**src/rtl/uart_frame_ctrl_pkg.sv**
```systemverilog
`default_nettype none
// ============================================================================
//  Module      : uart_frame_ctrl_pkg
//  Description : Shared definitions for the uart command-frame controller:
//                command/status codes, FSM state encoding, frame checksum.
//  Ports       : none (package)
//  Revision    : 1.0 - initial release
// ============================================================================
package uart_frame_ctrl_pkg;

  // Command codes carried in the CMD byte of a command frame
  localparam logic [7:0] CMD_WRITE      = 8'h57;
  localparam logic [7:0] CMD_READ       = 8'h52;

  // Status codes returned in the STATUS byte of a response frame
  localparam logic [7:0] STATUS_OK      = 8'h00;
  localparam logic [7:0] STATUS_BAD_CHK = 8'h01;
  localparam logic [7:0] STATUS_BAD_CMD = 8'h02;

  typedef enum logic [2:0] {
    ST_HUNT    = 3'd0,
    ST_POP     = 3'd1,
    ST_CAPTURE = 3'd2,
    ST_EXEC    = 3'd3,
    ST_RDWAIT  = 3'd4,
    ST_RESP    = 3'd5
  } state_t;

  // Command-frame checksum: XOR of CMD, ADDR and DATA
  function automatic logic [7:0] frame_checksum(input logic [7:0] cmd,
                                                input logic [7:0] addr,
                                                input logic [7:0] data);
    return cmd ^ addr ^ data;
  endfunction

endpackage
`default_nettype wire

```
**src/rtl/uart_frame_ctrl_if.sv**
```systemverilog
`default_nettype none
// ============================================================================
//  Module      : uart_frame_ctrl_if
//  Description : Bundle of the frame controller's FIFO, register-bus and
//                status signals. Names carry the direction seen by the
//                controller (i_ = into controller, o_ = out of controller).
//  Ports       : i_enable, rx FIFO (i_rx_data, i_rx_empty, o_read_rx_data),
//                tx FIFO (o_tx_data, i_tx_full, o_write_tx_data),
//                register bus (o_reg_addr, o_reg_wdata, o_reg_we, o_reg_re,
//                i_reg_rdata), status (o_busy, o_err_count)
//                modport slave  : the frame controller
//                modport master : the FIFO / register / host environment
//  Revision    : 1.0 - initial release
// ============================================================================
interface uart_frame_ctrl_if;
  logic       i_enable;
  logic [7:0] i_rx_data;
  logic       i_rx_empty;
  logic       o_read_rx_data;
  logic [7:0] o_tx_data;
  logic       i_tx_full;
  logic       o_write_tx_data;
  logic [7:0] o_reg_addr;
  logic [7:0] o_reg_wdata;
  logic       o_reg_we;
  logic       o_reg_re;
  logic [7:0] i_reg_rdata;
  logic       o_busy;
  logic [7:0] o_err_count;

  modport slave (
    input  i_enable, i_rx_data, i_rx_empty, i_tx_full, i_reg_rdata,
    output o_read_rx_data, o_tx_data, o_write_tx_data,
           o_reg_addr, o_reg_wdata, o_reg_we, o_reg_re, o_busy, o_err_count
  );

  modport master (
    output i_enable, i_rx_data, i_rx_empty, i_tx_full, i_reg_rdata,
    input  o_read_rx_data, o_tx_data, o_write_tx_data,
           o_reg_addr, o_reg_wdata, o_reg_we, o_reg_re, o_busy, o_err_count
  );
endinterface
`default_nettype wire

```
**src/rtl/uart_frame_ctrl_timer.sv**
```systemverilog
`default_nettype none
// ============================================================================
//  Module      : uart_frame_ctrl_timer
//  Description : Inter-byte timeout counter. Counts cycles while i_run is
//                high, saturates at TIMEOUT_CYCLES and flags o_expired.
//  Ports       : clk, rst_n (async, active-low)
//                i_clear   - zero the counter (priority over i_run)
//                i_run     - count one cycle
//                o_expired - counter has reached TIMEOUT_CYCLES
//  Revision    : 1.0 - initial release
// ============================================================================
module uart_frame_ctrl_timer #(
  parameter int TIMEOUT_CYCLES = 1_000_000
) (
  input  logic clk,
  input  logic rst_n,
  input  logic i_clear,
  input  logic i_run,
  output logic o_expired
);

  localparam int CNT_W = $clog2(TIMEOUT_CYCLES + 1);

  logic [CNT_W-1:0] r_count;
  logic             w_at_limit;

  assign w_at_limit = (r_count == CNT_W'(TIMEOUT_CYCLES));
  assign o_expired  = w_at_limit;

  always_ff @(posedge clk or negedge rst_n) begin
    if (!rst_n) begin
      r_count <= '0;
    end else if (i_clear) begin
      r_count <= '0;
    end else if (i_run && !w_at_limit) begin
      r_count <= r_count + CNT_W'(1);
    end
  end

endmodule
`default_nettype wire

```
**src/rtl/uart_frame_ctrl.sv**
```systemverilog
`default_nettype none
// ============================================================================
//  Module      : uart_frame_ctrl
//  Description : Command-frame sequencer between the uart FIFOs and an 8-bit
//                register bus. Hunts for SYNC_CMD,CMD,ADDR,DATA,CHK frames,
//                executes a register write/read and answers with
//                SYNC_RSP,STATUS,RDATA,STATUS^RDATA.
//  Ports       : clk, rst_n (async, active-low)
//                bus (uart_frame_ctrl_if.slave) - enable, rx/tx FIFO,
//                register bus, busy and saturating error count
//  Revision    : 1.0 - initial release
// ============================================================================
module uart_frame_ctrl
  import uart_frame_ctrl_pkg::*;
#(
  parameter int         TIMEOUT_CYCLES = 1_000_000,
  parameter logic [7:0] SYNC_CMD       = 8'hA5,
  parameter logic [7:0] SYNC_RSP       = 8'h5A
) (
  input  logic              clk,
  input  logic              rst_n,
  uart_frame_ctrl_if.slave  bus
);

  state_t     r_state;
  logic [2:0] r_idx;        // 0 = hunting for sync, 1..4 = CMD..CHK expected
  logic [7:0] r_cmd;
  logic [7:0] r_addr;
  logic [7:0] r_data;
  logic [7:0] r_chk;
  logic [7:0] r_status;
  logic [7:0] r_rdata;
  logic [1:0] r_ridx;       // response byte currently presented on tx_data
  logic       r_rd;
  logic       r_wr;
  logic       r_we;
  logic       r_re;
  logic [7:0] r_tx_data;
  logic [7:0] r_reg_addr;
  logic [7:0] r_reg_wdata;
  logic [7:0] r_err_count;

  logic       w_en;
  logic [7:0] w_err_inc;
  logic [1:0] w_next_ridx;
  logic [7:0] w_next_byte;
  logic       w_tmr_clear;
  logic       w_tmr_run;
  logic       w_tmr_expired;

  assign w_en      = bus.i_enable;
  assign w_err_inc = (r_err_count == 8'hFF) ? r_err_count : r_err_count + 8'd1;

  always_comb begin
    w_next_ridx = r_ridx + 2'd1;
    case (w_next_ridx)
      2'd0:    w_next_byte = SYNC_RSP;
      2'd1:    w_next_byte = r_status;
      2'd2:    w_next_byte = r_rdata;
      default: w_next_byte = r_status ^ r_rdata;
    endcase
  end

  // Timer only advances while a frame is open and the rx FIFO is starving us
  assign w_tmr_clear = w_en && ((r_state == ST_HUNT) || (r_state == ST_CAPTURE));
  assign w_tmr_run   = w_en && (r_state == ST_POP) && !r_rd &&
                       bus.i_rx_empty && (r_idx != 3'd0);

  uart_frame_ctrl_timer #(
    .TIMEOUT_CYCLES (TIMEOUT_CYCLES)
  ) u_timer (
    .clk       (clk),
    .rst_n     (rst_n),
    .i_clear   (w_tmr_clear),
    .i_run     (w_tmr_run),
    .o_expired (w_tmr_expired)
  );

  // Strobes are gated by enable so a pulse caught by a disable is not lost:
  // the FSM freezes with the strobe register set and fires it on re-enable.
  assign bus.o_read_rx_data  = r_rd & w_en;
  assign bus.o_write_tx_data = r_wr & w_en;
  assign bus.o_reg_we        = r_we & w_en;
  assign bus.o_reg_re        = r_re & w_en;
  assign bus.o_tx_data       = r_tx_data;
  assign bus.o_reg_addr      = r_reg_addr;
  assign bus.o_reg_wdata     = r_reg_wdata;
  assign bus.o_busy          = (r_state != ST_HUNT);
  assign bus.o_err_count     = r_err_count;

  always_ff @(posedge clk or negedge rst_n) begin
    if (!rst_n) begin
      r_state     <= ST_HUNT;
      r_idx       <= 3'd0;
      r_cmd       <= 8'h00;
      r_addr      <= 8'h00;
      r_data      <= 8'h00;
      r_chk       <= 8'h00;
      r_status    <= 8'h00;
      r_rdata     <= 8'h00;
      r_ridx      <= 2'd0;
      r_rd        <= 1'b0;
      r_wr        <= 1'b0;
      r_we        <= 1'b0;
      r_re        <= 1'b0;
      r_tx_data   <= 8'h00;
      r_reg_addr  <= 8'h00;
      r_reg_wdata <= 8'h00;
      r_err_count <= 8'h00;
    end else if (w_en) begin
      r_we <= 1'b0;
      case (r_state)
        ST_HUNT: begin
          r_idx <= 3'd0;
          if (!bus.i_rx_empty) begin
            r_rd    <= 1'b1;
            r_state <= ST_POP;
          end
        end

        // r_rd high: the pop is on the bus this cycle, data lands next cycle.
        // r_rd low: waiting for the next byte of an open frame.
        ST_POP: begin
          if (r_rd) begin
            r_rd    <= 1'b0;
            r_state <= ST_CAPTURE;
          end else if (!bus.i_rx_empty) begin
            r_rd <= 1'b1;
          end else if (w_tmr_expired) begin
            r_err_count <= w_err_inc;
            r_idx       <= 3'd0;
            r_state     <= ST_HUNT;
          end
        end

        ST_CAPTURE: begin
          case (r_idx)
            3'd0: begin
              if (bus.i_rx_data == SYNC_CMD) begin
                r_idx   <= 3'd1;
                r_state <= ST_POP;
              end else begin
                r_state <= ST_HUNT;
              end
            end
            3'd1: begin
              r_cmd   <= bus.i_rx_data;
              r_idx   <= 3'd2;
              r_state <= ST_POP;
            end
            3'd2: begin
              r_addr  <= bus.i_rx_data;
              r_idx   <= 3'd3;
              r_state <= ST_POP;
            end
            3'd3: begin
              r_data  <= bus.i_rx_data;
              r_idx   <= 3'd4;
              r_state <= ST_POP;
            end
            3'd4: begin
              r_chk   <= bus.i_rx_data;
              r_state <= ST_EXEC;
            end
            default: r_state <= ST_HUNT;
          endcase
        end

        ST_EXEC: begin
          r_idx <= 3'd0;
          if (frame_checksum(r_cmd, r_addr, r_data) != r_chk) begin
            r_status    <= STATUS_BAD_CHK;
            r_rdata     <= 8'h00;
            r_err_count <= w_err_inc;
            r_tx_data   <= SYNC_RSP;
            r_ridx      <= 2'd0;
            r_state     <= ST_RESP;
          end else if (r_cmd == CMD_WRITE) begin
            r_we        <= 1'b1;
            r_reg_addr  <= r_addr;
            r_reg_wdata <= r_data;
            r_status    <= STATUS_OK;
            r_rdata     <= r_data;
            r_tx_data   <= SYNC_RSP;
            r_ridx      <= 2'd0;
            r_state     <= ST_RESP;
          end else if (r_cmd == CMD_READ) begin
            r_re       <= 1'b1;
            r_reg_addr <= r_addr;
            r_state    <= ST_RDWAIT;
          end else begin
            r_status    <= STATUS_BAD_CMD;
            r_rdata     <= 8'h00;
            r_err_count <= w_err_inc;
            r_tx_data   <= SYNC_RSP;
            r_ridx      <= 2'd0;
            r_state     <= ST_RESP;
          end
        end

        // First cycle carries the read strobe, read data is taken on the next
        ST_RDWAIT: begin
          if (r_re) begin
            r_re <= 1'b0;
          end else begin
            r_rdata   <= bus.i_reg_rdata;
            r_status  <= STATUS_OK;
            r_tx_data <= SYNC_RSP;
            r_ridx    <= 2'd0;
            r_state   <= ST_RESP;
          end
        end

        // Each byte: push when tx has room, then load the next byte
        ST_RESP: begin
          if (r_wr) begin
            r_wr <= 1'b0;
            if (r_ridx == 2'd3) begin
              r_state <= ST_HUNT;
            end else begin
              r_ridx    <= w_next_ridx;
              r_tx_data <= w_next_byte;
            end
          end else if (!bus.i_tx_full) begin
            r_wr <= 1'b1;
          end
        end

        default: r_state <= ST_HUNT;
      endcase
    end
  end

endmodule
`default_nettype wire

```
**src/flat_wrapper.sv**
```systemverilog
// flat-port wrapper written by rule: the top's interface ports become plain ports
module uart_frame_ctrl_flat import uart_frame_ctrl_pkg::*;
#(
  parameter int         TIMEOUT_CYCLES = 1_000_000,
  parameter logic [7:0] SYNC_CMD       = 8'hA5,
  parameter logic [7:0] SYNC_RSP       = 8'h5A
)
  (clk, rst_n, bus_i_enable, bus_i_rx_data, bus_i_rx_empty, bus_i_tx_full, bus_i_reg_rdata, bus_o_read_rx_data, bus_o_tx_data, bus_o_write_tx_data, bus_o_reg_addr, bus_o_reg_wdata, bus_o_reg_we, bus_o_reg_re, bus_o_busy, bus_o_err_count);
  uart_frame_ctrl_if bus_i ();
  input  logic clk;
  input  logic rst_n;
  input wire logic [$bits(bus_i.i_enable)-1:0] bus_i_enable;
  input wire logic [$bits(bus_i.i_rx_data)-1:0] bus_i_rx_data;
  input wire logic [$bits(bus_i.i_rx_empty)-1:0] bus_i_rx_empty;
  input wire logic [$bits(bus_i.i_tx_full)-1:0] bus_i_tx_full;
  input wire logic [$bits(bus_i.i_reg_rdata)-1:0] bus_i_reg_rdata;
  output wire logic [$bits(bus_i.o_read_rx_data)-1:0] bus_o_read_rx_data;
  output wire logic [$bits(bus_i.o_tx_data)-1:0] bus_o_tx_data;
  output wire logic [$bits(bus_i.o_write_tx_data)-1:0] bus_o_write_tx_data;
  output wire logic [$bits(bus_i.o_reg_addr)-1:0] bus_o_reg_addr;
  output wire logic [$bits(bus_i.o_reg_wdata)-1:0] bus_o_reg_wdata;
  output wire logic [$bits(bus_i.o_reg_we)-1:0] bus_o_reg_we;
  output wire logic [$bits(bus_i.o_reg_re)-1:0] bus_o_reg_re;
  output wire logic [$bits(bus_i.o_busy)-1:0] bus_o_busy;
  output wire logic [$bits(bus_i.o_err_count)-1:0] bus_o_err_count;
  assign bus_i.i_enable = bus_i_enable;
  assign bus_i.i_rx_data = bus_i_rx_data;
  assign bus_i.i_rx_empty = bus_i_rx_empty;
  assign bus_i.i_tx_full = bus_i_tx_full;
  assign bus_i.i_reg_rdata = bus_i_reg_rdata;
  assign bus_o_read_rx_data = bus_i.o_read_rx_data;
  assign bus_o_tx_data = bus_i.o_tx_data;
  assign bus_o_write_tx_data = bus_i.o_write_tx_data;
  assign bus_o_reg_addr = bus_i.o_reg_addr;
  assign bus_o_reg_wdata = bus_i.o_reg_wdata;
  assign bus_o_reg_we = bus_i.o_reg_we;
  assign bus_o_reg_re = bus_i.o_reg_re;
  assign bus_o_busy = bus_i.o_busy;
  assign bus_o_err_count = bus_i.o_err_count;
  uart_frame_ctrl #(.TIMEOUT_CYCLES(TIMEOUT_CYCLES), .SYNC_CMD(SYNC_CMD), .SYNC_RSP(SYNC_RSP)) u_core (.clk(clk), .rst_n(rst_n), .bus(bus_i));
endmodule
```
**config.mk**
```make
export PLATFORM = sky130hd
export DESIGN_NAME = uart_frame_ctrl_flat
export DESIGN_NICKNAME = d
export VERILOG_FILES = /design/src/rtl/uart_frame_ctrl_pkg.sv /design/src/rtl/uart_frame_ctrl_if.sv /design/src/rtl/uart_frame_ctrl_timer.sv /design/src/rtl/uart_frame_ctrl.sv /design/src/flat_wrapper.sv
export SDC_FILE = /design/constraint.sdc
export NUM_CORES = 1
export LEC_CHECK = 0
export BUFFER_PORTS_ARGS = -buffer_cell sky130_fd_sc_hd__clkbuf_2
export CAP_MARGIN = 20
export CORE_ASPECT_RATIO = 0.6
export CORE_MARGIN = 4
export CORE_UTILIZATION = 35
export CTS_BUF_LIST = sky130_fd_sc_hd__clkbuf_4 sky130_fd_sc_hd__clkbuf_8 sky130_fd_sc_hd__clkbuf_16
export CTS_CLUSTER_DIAMETER = 200
export CTS_CLUSTER_SIZE = 40
export DETAILED_ROUTE_END_ITERATION = 10
export GPL_TIMING_DRIVEN = 1
export PLACE_DENSITY = 0.64
export SLEW_MARGIN = 20
export SYNTH_ARGS = -nofsm -noshare
export SYNTH_HDL_FRONTEND = slang
export SYNTH_SLANG_ARGS = --single-unit
```
**constraint.sdc**
```tcl
create_clock -name clk -period 5.85 [get_ports clk]
set_input_delay 0 -clock clk [delete_from_list [all_inputs] [get_ports clk]]
set_output_delay 0 -clock clk [all_outputs]
set_load 0.1 [all_outputs]
```
* Word-level counts from Yosys, hierarchy flattened
Index checks and enable logic that the tools add are counted.
Word-level totals: input bits 21, output and inout port bits 37, word-level logic and storage cells 169, bits in registers 112
Operators by class: $add $sub $neg 3, bitwise gates (word level) 8, equal/unequal tests 36, reductions and logical operators 37, muxes and demuxes 67
Operators with widths (count):
- $mux 8 | 23
- $pmux 8 s2 | 3
- $pmux 8 s3 | 2
- $mux 20 | 2
- $mux 3 | 11
- $xor 8x8->8 | 3
- $reduce_and 7->1 | 3
- $add 20x1->20 const B | 1
- $eq 20x20->1 const B | 1
- $pmux 3 s6 | 1
- $eq 8x7->1 const B | 2
- $eq 8x8->1 const B | 2
- $ne 2x2->1 const B | 8
- $reduce_and 3->1 | 5
- $mux 1 | 13
- $eq 3x2->1 const B | 4
- $mux 2 | 6
- $ne 3x2->1 const B | 4
- $pmux 2 s3 | 2
- $pmux 3 s4 | 1
- $reduce_and 4->1 | 3
- $reduce_bool 3->1 | 4
- $reduce_bool 2->1 | 5
- $eq 3x3->1 const B | 3
- other kinds (24) | 39

* Depth between registers and ports, before layout
Gate-level depths: netlist of the first run.
depth after elaboration 8, gate-level depth with buffers 8, gate-level depth less buffers 8

* By module
From an unflattened synthesis of the first run, not the netlist that was laid out.
Second synthesis, totals: cell total of the unflattened synthesis 489, area total of the unflattened synthesis 5353.9 µm²
By module, submodules not included:
- uart_frame_ctrl | area an instance 4235.3 µm², cells an instance 371, sequential area each 2152.1 µm², instances 1
- uart_frame_ctrl_timer | area an instance 1118.6 µm², cells an instance 118, sequential area each 500.5 µm², instances 1

* Worst setup path after synthesis of the first run
No wires, ideal clock.
kind register to register, from reg u_core.r_err_count[5], in the netlist u_core.bus.o_err_count[5], to reg u_core.r_err_count[5], in the netlist u_core.bus.o_err_count[5], arrival 2.069 ns, path buffers 0, library setup time 0.158 ns, period minus slack after synthesis 2.228 ns, data required time 5.692 ns, path slack 3.622 ns, cell stages (with the launch flop) 7, cell sequence dfrtp_1 -> and3_1 -> and2_1 -> a41o_1 -> nor3_1 -> nand4_1 -> xnor2_1
Between the ends: longest elaborated chain between the ends 6, elaborated cells between the ends (all ways) 10, classes of those cells add/sub: 1; eq/ne: 1; mux: 8
RTL lines:
- from (decl) | line uart_frame_ctrl.sv:41 | logic [7:0] r_err_count;
- from (signal assigned) | line uart_frame_ctrl.sv:130 | r_err_count <= w_err_inc;
- from (signal assigned) | line uart_frame_ctrl.sv:174 | r_err_count <= w_err_inc;
- from (signal assigned) | line uart_frame_ctrl.sv:194 | r_err_count <= w_err_inc;
- $add 8x1->8 / $eq 8x8->1 (equally long branches) | line uart_frame_ctrl.sv:52 | assign w_err_inc = (r_err_count == 8'hFF) ? r_err_count : r_err_count + 8'd1;
- $mux 8 (*) | line uart_frame_ctrl.sv:52
- $mux 8 (on tied branches) | line uart_frame_ctrl.sv:187, uart_frame_ctrl.sv:129
- $mux 8 (on tied branches) | line uart_frame_ctrl.sv:178, uart_frame_ctrl.sv:127
- $mux 8 (on tied branches) | line uart_frame_ctrl.sv:171, uart_frame_ctrl.sv:124
- $pmux 8 s2 (*) | line uart_frame_ctrl.sv:112 | case (r_state)
Mark *: on every way between the ends. The rest lies on a longest branch, timed or not. The select of a mux whose other input is x is not followed. A chain may end at the register's enable or synchronous reset.

* Worst setup path in the final report of the first run
from reg u_core.r_data[4], to reg u_core.r_reg_addr[4], in the netlist u_core.bus.o_reg_addr[4]
Between the ends: longest elaborated chain between the ends 4
RTL lines:
- from (decl) | line uart_frame_ctrl.sv:29 | logic [7:0] r_data;
- from (signal assigned) | line uart_frame_ctrl.sv:157 | r_data <= bus.i_rx_data;
- $xor 8x8->8 | line uart_frame_ctrl_pkg.sv:33 | return cmd ^ addr ^ data;
- $ne 8x8->1 | line uart_frame_ctrl.sv:171 | if (frame_checksum(r_cmd, r_addr, r_data) != r_chk) begin
- $not 1->1 (no line)
- $reduce_and 4->1 (no line)
- to (signal assigned) | line uart_frame_ctrl.sv:180 | r_reg_addr <= r_addr;
- to (signal assigned) | line uart_frame_ctrl.sv:189 | r_reg_addr <= r_addr;
- to (decl) | line uart_frame_ctrl.sv:39 | logic [7:0] r_reg_addr;
Every way passes these cells.

==> impl_metrics.ini, run 1 <==
[logic_synthesis]
yosysSeqAreaShare = 0.4875
syn_inst = 481
ys_types = 61
yosysWarningCount = 0
synth_nets = 509
ys_ff_latch = 106
syn_avg_cell_area_sq_um = 11.31
synth_top_area_cell = dfrtp_1
async_flop_share = 1.000
synth.area.top_cells = dfrtp_1 (49%), mux2_2 (13%), xnor2_1 (5.2%), xor2_1 (2.7%), nor2_1 (2.4%)
synth_edf_count = 0
synth_top_area_frac = 0.4875
syn_area_sq_um = 5441
synth_ff_type = dfrtp_1

[finish]
post-route-util = 0.4263
final_common_cell = dfrtp_1
top_register = u_core.u_timer.r_count
syn2layout_area_growth_pct = 16.33
mostFrequentLayoutCells = dfrtp_1 (106), mux2_2 (65), clkbuf_2 (56), nor2_1 (35), nand2_1 (34)
finalNonFillerCells = 749
diodes = 0
largest_reg_flops = 20
layout.nets = 574
drive_gt1_frac = 0.2886

[timing]
clock_skew_ns = 0.01530
relSlewSlack = 0.4887
setup-violations-final = 0
hold_violations = 0
tns_ns = 0
post-route-period-util = 0.4795
fmaxAchievable_mhz = 356.5
drv_slew = 0
tightest_slew_ns = 0.7669
rsz0062_at_grt = false
hold_slack_ns = 0.004639
min_period_ns = 2.805

[route]
drt-initial-drc-count = 217
ant_nets = 0
dr.pass1.iters = 5
totalWireLength_um = 11830
wl_per_cell_um = 15.79
vias = 3835
via_per_inst = 5.120
route.detailed.drc = 0

[status]
status = finished, final reports clean

[floorplanning]
die_h_um = 104.6
core_area_sq_um = 14850
pin_count = 58
start_util = 0.3665
die-area_sq_um = 17670
rows = 34
die_w_um = 169.0

[flow_run]
drv_cap = 0

[clock_tree]
cts_tree = built
cts_root_buffer = clkbuf_16
insertion_delay_ns = 0.35
clkSlewWorstSetupHoldPaths_ns = 0.08
post_cts_buffers = 0
cts_max_level = 3
cts_buffer_depth = 2
cts_made_buffers = 9
cts.sinks = 106

[worst_setup_path]
startpoint_type = flip-flop
cp.arrival_ns = 3.04
cp-end-kind = flip-flop
rr_worst_depth = 6
rr_startpoint = u_core.r_data[4]$_DFFE_PN0P_
criticalPathCategory = reg2reg
required_ns = 6.09
critPathMaxFanout = 16
timing.rr.end = u_core.bus.o_reg_addr[4]$_DFFE_PN0P_
r2r_setup_slack_ns = 3.04

[min_path]
hold_path_class = in2reg
hold_end = u_core.r_cmd[3]$_DFFE_PN0P_
min_path_cells = 2
hp-start = bus_i_rx_data[3]

[power_and_ir_drop]
ir_drop_v = 0.0003856
finalPower_uw = 2309
p_per_area_nw_per_um2 = 364.7
leakage_uw = 0.003004

[place]
place.gp.congestion = 0.7784
portBuffers = 57
dpl.hpwl_um = 8751
place_inst = 723

[global_routing]
grt_max_degree = 83
grt_overflow = 0
grt_pass1_vias = 3797
grt_pass1_wl_um = 19800
grt.total_usage = 0.1363
antenna_found_initial = 0
-- per-layer routing --
layer  global-route usage  vias up  wire (um)
li1                     -     1817          -
met3              0.03736        2        593
met2               0.2011       81       5058
met1               0.2059     1935       6158
met4              0.01895        0         19
met5                    0        -          0
-- worst max-delay path, stage by stage, from the launching register on --
cell and delay (ns):
dfrtp_1 0.43, xor2_1 0.18, xnor2_1 0.14, nor4_1 0.54, and2_1 0.71, nand4_4 0.31
mux2_1 0.38
-- layout make-up --
class                   count  area, sq um
clock inverters             7        110.1
repair buffers             69        406.6
inverters                  15        56.30
fillers                  1419         8517
multi-input cells         345         2631
clock buffers               9        225.2
well taps                 198        247.7
flip-flops and latches    106         2653
-- report_power, final --
group	leakage, uW	switching [uW]	total, uW	internal (uW)
Sequential	0.00144	95.4	900	805
Clock	0.000165	287	671	384
Combinational	0.00140	538	738	200
Total	0.00300	920	2310	1390
-- worst max path at each step --
stage,to,cells after the start,from,slack (ns)
6_report,u_core.bus.o_reg_addr[4]$_DFFE_PN0P_,6,u_core.r_data[4]$_DFFE_PN0P_,3.04
5_1_grt,u_core.r_rdata[0]$_DFFE_PN0P_,6,u_core.r_data[4]$_DFFE_PN0P_,2.85
4_1_cts,u_core.bus.o_reg_addr[4]$_DFFE_PN0P_,6,u_core.r_data[4]$_DFFE_PN0P_,3.02
3_5_place_dp,u_core.bus.o_reg_addr[4]$_DFFE_PN0P_,6,u_core.r_data[4]$_DFFE_PN0P_,3.04
3_3_place_gp,u_core.bus.o_reg_addr[4]$_DFFE_PN0P_,6,u_core.r_addr[5]$_DFFE_PN0P_,3.10
2_1_floorplan,u_core.bus.o_err_count[5]$_DFFE_PN0P_,6,u_core.bus.o_err_count[5]$_DFFE_PN0P_,3.62
-- logic make-up (layout without fill, tap and decap cells) --
logic type | count (synthesis) | after routing | share of synthesized area
and+or+nand+nor | 170 | 170 | 0.1789
DFF | 106 | 106 | 0.4875
muxes | 70 | 70 | 0.1442
AOI/OAI and AO/OA | 49 | 49 | 0.06461
xor gates and xnor gates | 49 | 49 | 0.07887
buffers and inverters | 30 | 100 | 0.02989
adders and majority gates | 7 | 7 | 0.01609
-- through the flow --
| stage | setup WS (ns) | area, sq um |
|---|---|---|
| final | 3.045 | 6330 |
| after CTS | 3.016 | 6321 |
| after global routing | 2.849 | 6330 |
| after global placement | 3.097 | 5886 |
| after detailed placement | 3.037 | 5886 |
| after floorplan | 3.622 | 5441 |
-- Yosys cell counts, types with 3 or more instances --
| library cell | count |
|---|---|
| dfrtp_1 | 106 |
| mux2_2 | 65 |
| nor2_1 | 35 |
| nand2_1 | 34 |
| xnor2_1 | 32 |
| xor2_1 | 17 |
| nand3_1 | 16 |
| inv_1 | 15 |
| and3_1 | 14 |
| o21ai_0 | 13 |
| a21oi_1 | 9 |
| and2_1 | 9 |
| nand4_1 | 9 |
| a22o_1 | 8 |
| ha_1 | 7 |
| nor3_1 | 7 |
| clkbuf_1 | 6 |
| nand2b_1 | 6 |
| or3_1 | 6 |
| nor2b_1 | 5 |
| buf_6 | 4 |
| a21o_1 | 3 |
| mux2i_1 | 3 |
-- what timing repair did --
| action | 4_1_cts | 5_1_grt |
|---|---|---|
| gates resized for setup | 0 | 0 |
| hold buffers | 10 | 0 |
| hold endpoints to repair | 54 | 0 |
Power figures use the tool's default switching activity.
==> run 2, diff against run 1 <==
PLACE_DENSITY = 0.66   (was 0.64)
clock period = 2.4 ns   (was 5.85 ns; I/O delays follow)
==> run 2 against run 1 <==
  * Cell count up 2.4%
  * Maximum frequency up 21%
  * Core utilization up 1.2 points
  * Critical path depth up 2
  * Worst setup slack worse by 3.0 ns
  * Count of clock-buffer cells in the layout unchanged
  * Global-route usage up 0.51 points
  * Final area up 2.9%
  * Sequential cell count unchanged
  * Via count up 0.31%
  * Critical endpoint is now u_core.r_ridx[1]$_DFFE_PN0P_
  * Largest power group unchanged
==> impl_metrics.ini, run 2 (same netlist as run 1, synthesis figures left out) <==
[floorplanning]
die_h_um = 104.6
start_util = 0.3665
rows = 34
pin_count = 58
die-area_sq_um = 17670
die_w_um = 169.0
core_area_sq_um = 14850

[worst_setup_path]
startpoint_type = flip-flop
cp_top_family = flip-flops
cp.arrival_ns = 2.54
crit_slowest_cell = dfrtp_1
criticalPathCategory = reg2reg
cp-end-kind = flip-flop
critPathMaxFanout = 16
required_ns = 2.63
path_buf_inv = 2
critical_path.max_stage_delay_ns = 0.44
path_cells = xor2_1 > xnor2_1 > nor4_2 > buf_4 > and2_1 > buf_12 > a31oi_4 > mux2_2

[timing]
rsz0062_at_grt = true
relSlewSlack = 0.4619
min_period_ns = 2.312
hold_slack_ns = 0.01488
hold_violations = 0
clock_skew_ns = 0.009125
drv_slew = 0
setup_slack_ns = 0.08836
setup-violations-final = 0
post-route-period-util = 0.9632
fmaxAchievable_mhz = 432.6
tightest_slew_ns = 0.8071

[global_routing]
grt_max_degree = 62
grt.total_usage = 0.1415
grt_pass1_vias = 3847
grt_pass1_wl_um = 20380
antenna_found_initial = 0
grt_overflow = 0

[finish]
syn2layout_area_growth_pct = 19.66
diodes = 0
nFillCells = 1375
drive_gt1_frac = 0.3111
final_common_cell = dfrtp_1
largest_reg_flops = 20
finalNonFillerCells = 767
top_register = u_core.u_timer.r_count
layout.nets = 592
mostFrequentLayoutCells = dfrtp_1 (106), mux2_2 (65), clkbuf_2 (56), nor2_1 (35), nand2_1 (34)

[place]
place.gp.congestion = 0.7847
portBuffers = 57
place_inst = 739
dpl.hpwl_um = 8946
dp_slack_ns = 0.07210

[route]
wl_per_cell_um = 15.52
vias = 3847
dr.pass1.iters = 6
drt-initial-drc-count = 354
route.detailed.drc = 0
ant_nets = 0
via_per_inst = 5.016
totalWireLength_um = 11900

[clock_tree]
cts_buffer_depth = 2
cts_max_level = 3
cts.sinks = 106
clkSlewWorstSetupHoldPaths_ns = 0.08
insertion_delay_ns = 0.35
cts_made_buffers = 9
cts_tree = built
cts_root_buffer = clkbuf_16

[status]
status = finished, final reports clean

[min_path]
hold_path_class = in2reg

[power_and_ir_drop]
ir_drop_v = 0.001093
p_per_area_nw_per_um2 = 879.4
leakage_uw = 0.003106

[flow_run]
drv_cap = 0
[run 2: changes by cell type in the layout (fill, tap and decap cells not counted)]
cell           delta
dlygate4sd3_1     +1
buf_12            +2
nor4_1            -1
a21oi_4           +1
nor3_2            -1
nor3_4            +1
nor4_2            +1
buf_4            +16
a21oi_2           -1
inv_6             -1
inv_8             +1
buf_6             -1
[run 2: power by group]
| group | internal, uW | switching, uW | total (uW) |
|---|---|---|---|
| Clock | 938 | 701 | 1640 |
| Combinational | 556 | 1390 | 1950 |
| Sequential | 1960 | 178 | 2140 |
[run 2: per-layer routing]
metal	GRT usage	wire length (um)	vias up	part of all wire
met3	0.03698	608	12	0.051
met2	0.1988	4984	75	0.42
met1	0.2197	6214	1903	0.52
met4	0.02757	97	0	0.0081
met5	0	0	-	0
li1	-	-	1857	-
[run 2: through the flow]
step	total power (uW)	utilization	setup TNS, ns	instance area, sq um
after detailed placement	4099	0.4062	0	6031
after global placement	4060	0.4062	0	6031
final	5726	0.4386	0	6511
after CTS	5772	0.4364	0	6479
after floorplan	3695	-	0	5441
after global routing	6035	0.4386	-0.07652	6511
[run 2: layout make-up]
cell class / instances / area [sq um] / share of cell area
well taps: 198 / 247.7 / 0.03805
repair buffers: 87 / 565.5 / 0.08686
inverters: 15 / 56.30 / 0.008647
flip-flops and latches: 106 / 2653 / 0.4074
multi-input cells: 345 / 2651 / 0.4072
clock buffers: 9 / 225.2 / 0.03459
clock inverters: 7 / 112.6 / 0.01729
[run 2: worst reg2reg max path, delay by kind of cell (launching register included)]
kind	cells	cell delay, ns
xor+xnor	2	0.42
compound gates	1	0.42
buf+inv	2	0.31
mux	1	0.39
flops	1	0.44
simple gates	2	0.23
[run 2: final timing paths]
| kind | slack (ns) | endpoint | depth (start not counted) | startpoint |
|---|---|---|---|---|
| min | 0.01 | u_core.r_rdata[2]$_DFFE_PN0P_ | 3 | bus_i_reg_rdata[2] |
| min in group asynchronous | 0.28 | u_core.u_timer.r_count[18]$_DFFE_PN0P_ | 2 | rst_n |
| max in group asynchronous | 1.37 | u_core.r_addr[6]$_DFFE_PN0P_ | 3 | rst_n |
| max reg2reg | 0.09 | u_core.r_ridx[1]$_DFFE_PN0P_ | 8 | u_core.r_cmd[2]$_DFFE_PN0P_ |
| min reg2reg | 0.49 | u_core.bus.o_err_count[5]$_DFFE_PN0P_ | 1 | u_core.bus.o_err_count[5]$_DFFE_PN0P_ |
| max | 0.09 | u_core.r_ridx[1]$_DFFE_PN0P_ | 8 | u_core.r_cmd[2]$_DFFE_PN0P_ |
[run 2: what timing repair did]
item,CTS,global route
setup endpoints to repair,0,37
hold endpoints to repair,94,0
buffers inserted,0,1
hold buffers,11,0
gates resized for setup,0,4
==> run 3, diff against run 2 <==
ABC_AREA = 1   (was unset)
CTS_CLUSTER_DIAMETER = 150   (was 200)
PLACE_DENSITY = 0.64   (was 0.66)
clock period = 2.39 ns   (was 2.4 ns; I/O delays follow)
==> run 3 against run 2 <==
  * Maximum frequency rose by 9.5%
  * First-iteration DRC count rose by 19%
  * Sequential power rose by 18%
  * Core utilization fell by 1.2 points
  * Synthesized cell count rose by 64%
  * Cell count rose by 44%
  * Via count rose by 38%
  * Worst hold slack improved by 0.014 ns
  * Worst setup slack improved by 0.19 ns
  * Clock power fell by 6%
==> impl_metrics.ini, run 3 <==
[status]
status = finished, final reports clean

[worst_setup_path]
criticalPathCategory = reg2reg
critPathCapture = u_core.bus.o_err_count[1]$_DFFE_PN0P_
cp.arrival_ns = 2.35
cp-end-kind = flip-flop
rr_worst_depth = 11
crit_path_start = u_core.u_timer.r_count[0]$_DFFE_PN0P_
crit_slowest_cell = dfrtp_1
crit_path_frequent_cell = nand2_1
path_buf_inv = 1
r2r_setup_slack_ns = 0.28
path_cells = inv_1 > ha_1 > nand3_1 > nor3_1 > nand3_1 > nand2_1 > nand2_1 > nor2_4 > nand3_2 > nand2_1 > nand2_1
rr_startpoint = u_core.u_timer.r_count[0]$_DFFE_PN0P_
critPathMaxFanout = 8
critical_path.max_stage_delay_ns = 0.43
timing.rr.end = u_core.bus.o_err_count[1]$_DFFE_PN0P_
crit_cells = 11
required_ns = 2.63
startpoint_type = flip-flop
cp_top_family = simple AND/OR/NAND/NOR gates

[logic_synthesis]
synth_top_area_frac = 0.4510
syn_inst = 787
synth_most_common_cell = nand2_1
yosys-top-cells-count = nand2_1 (270), dfrtp_1 (106), inv_1 (78)
syn_area_sq_um = 5882
ys_ff_latch = 106
syn_avg_cell_area_sq_um = 7.474
ys_types = 35
synth.area.top_cells = dfrtp_1 (45%), nand2_1 (17%), inv_1 (5.0%), o21ai_1 (3.7%), nand4_1 (3.7%)
yosysWarningCount = 0
synth_edf_count = 0
synth_nets = 815
yosysSeqAreaShare = 0.4510
synth_top_area_cell = dfrtp_1
synth_ff_type = dfrtp_1
async_flop_share = 1.000

[timing]
rsz0062_at_grt = false
drv_slew = 0
tns_ns = 0
fmaxAchievable_mhz = 473.6
clock_skew_ns = 0.01530
tightest_slew_ns = 0.6737
hold_violations = 0
hold_slack_ns = 0.02896
min_period_ns = 2.111
post-route-period-util = 0.8834
setup-violations-final = 0
relSlewSlack = 0.5509
setup_slack_ns = 0.2786

[floorplanning]
die-area_sq_um = 19010
core_area_sq_um = 16350
die_w_um = 175.4
rows = 36
die_h_um = 108.4
pin_count = 58
start_util = 0.3597

[global_routing]
gr-usage-met2 = 0.2135
grt.total_usage = 0.1671
busiest_layer = met1
grt_use_met1 = 0.2785
grt_pass1_vias = 4811
grt_max_degree = 52
grt_pass1_wl_um = 25410
grt_overflow = 0
antenna_found_initial = 0
grt_util_met3 = 0.03878

[flow_run]
drv_cap = 0

[min_path]
min_path_cells = 4
hold_path_class = in2reg

[finish]
diodes = 0
syn2layout_area_growth_pct = 18.61
drive_gt1_frac = 0.1543
nFillCells = 1678
final_common_cell = nand2_1
multi_input_area_sq_um = 2771
mostFrequentLayoutCells = nand2_1 (270), dfrtp_1 (106), inv_1 (78), clkbuf_2 (56), nor2_1 (55)
finalNonFillerCells = 1103
top_register = u_core.u_timer.r_count
layout.nets = 899
regArea_sq_um = 2653
largest_reg_flops = 20

[place]
dpl.hpwl_um = 11330
dp_slack_ns = 0.2564
portBuffers = 57
place.gp.congestion = 0.9178
place_inst = 1068

[route]
vias = 5317
drt-initial-drc-count = 422
via_per_inst = 4.820
wl_per_cell_um = 13.69
route.detailed.drc = 0
totalWireLength_um = 15100
dr.pass1.iters = 6
ant_nets = 0

[clock_tree]
cts_root_buffer = clkbuf_16
cts_resized = 0
cts.sinks = 106
insertion_delay_ns = 0.36
cts_buffer_depth = 2
clkSlewWorstSetupHoldPaths_ns = 0.07
cts_max_level = 3
cts_made_buffers = 9
cts_tree = built

[power_and_ir_drop]
leakage_uw = 0.003464
ir_drop_v = 0.0008775
p_per_area_nw_per_um2 = 956.9
run 3: changes by cell type after synthesis, sizes merged, moves of 7 or more:
cell / previous run / this run
and2: 9 / 0
inv: 15 / 97
xnor2: 32 / 8
nor3: 8 / 19
nand2: 34 / 273
mux2: 67 / 0
or3: 7 / 0
nand3: 16 / 41
o21ai: 13 / 75
nand4: 11 / 36
and3: 14 / 0
nor2: 35 / 59
run 3: final cells by class:
type                            count  share of cell area
Inverter                           97             0.05219
Tap cell                          228             0.04089
Multi-Input combinational cell    564              0.3972
Sequential cell                   106              0.3802
Clock inverter                      6             0.01076
Timing Repair Buffer               93             0.08644
Clock buffer                        9             0.03228
run 3: stage by stage:
stage | cell area (sq um) | utilization | total power, uW
after floorplan | 5882 | - | 4482
after CTS | 6962 | 0.4258 | 6684
after global placement | 6481 | 0.3964 | 5072
final | 6977 | 0.4267 | 6676
after global routing | 6977 | 0.4267 | 7141
after detailed placement | 6481 | 0.3964 | 5094
run 3: worst min-delay path by stage:
stage	endpoint	from
after floorplan	u_core.bus.o_err_count[0]$_DFFE_PN0P_	rst_n
after global placement	u_core.u_timer.r_count[11]$_DFFE_PN0P_	rst_n
after detailed placement	u_core.u_timer.r_count[11]$_DFFE_PN0P_	rst_n
after CTS	u_core.r_rd$_DFFE_PN0P_	bus_i_rx_empty
after global routing	u_core.r_rd$_DFFE_PN0P_	bus_i_rx_empty
final	u_core.r_rd$_DFFE_PN0P_	bus_i_rx_empty
run 3: cells by family after synthesis:
group | count (synthesis) | share of synthesized area
flip-flops | 106 | 0.4510
AO/OA/AOI/OAI | 101 | 0.1017
AND/OR/NAND/NOR | 433 | 0.3204
XOR/XNOR | 23 | 0.03425
adder cells (fa/ha/maj) | 7 | 0.01489
buffers and inverters | 117 | 0.07785
run 3: worst reg2reg max path, delay by kind of cell, from the launching register on:
kind | cells | cell delay [ns]
AND/OR/NAND/NOR | 9 | 1.23
flip-flops | 1 | 0.43
adder cells (fa/ha/maj) | 1 | 0.17
buffers and inverters | 1 | 0.17
run 3: metal layers:
layer | share of wire | wire, um
met4 | 0.0073 | 110
met3 | 0.055 | 834
met2 | 0.37 | 5649
met5 | 0 | 0
met1 | 0.56 | 8510
run 3: power breakdown:
part,total [uW],switching [uW],internal [uW]
registers,2520,377,2140
logic,2610,1930,683
clock network,1540,720,825
run 3: what timing repair did:
| item | in CTS | in global routing |
|---|---|---|
| setup buffers | 0 | 2 |
| hold buffers | 18 | 0 |
| setup endpoints to repair | 0 | 7 |
| endpoints found under the hold margin | 87 | 0 |
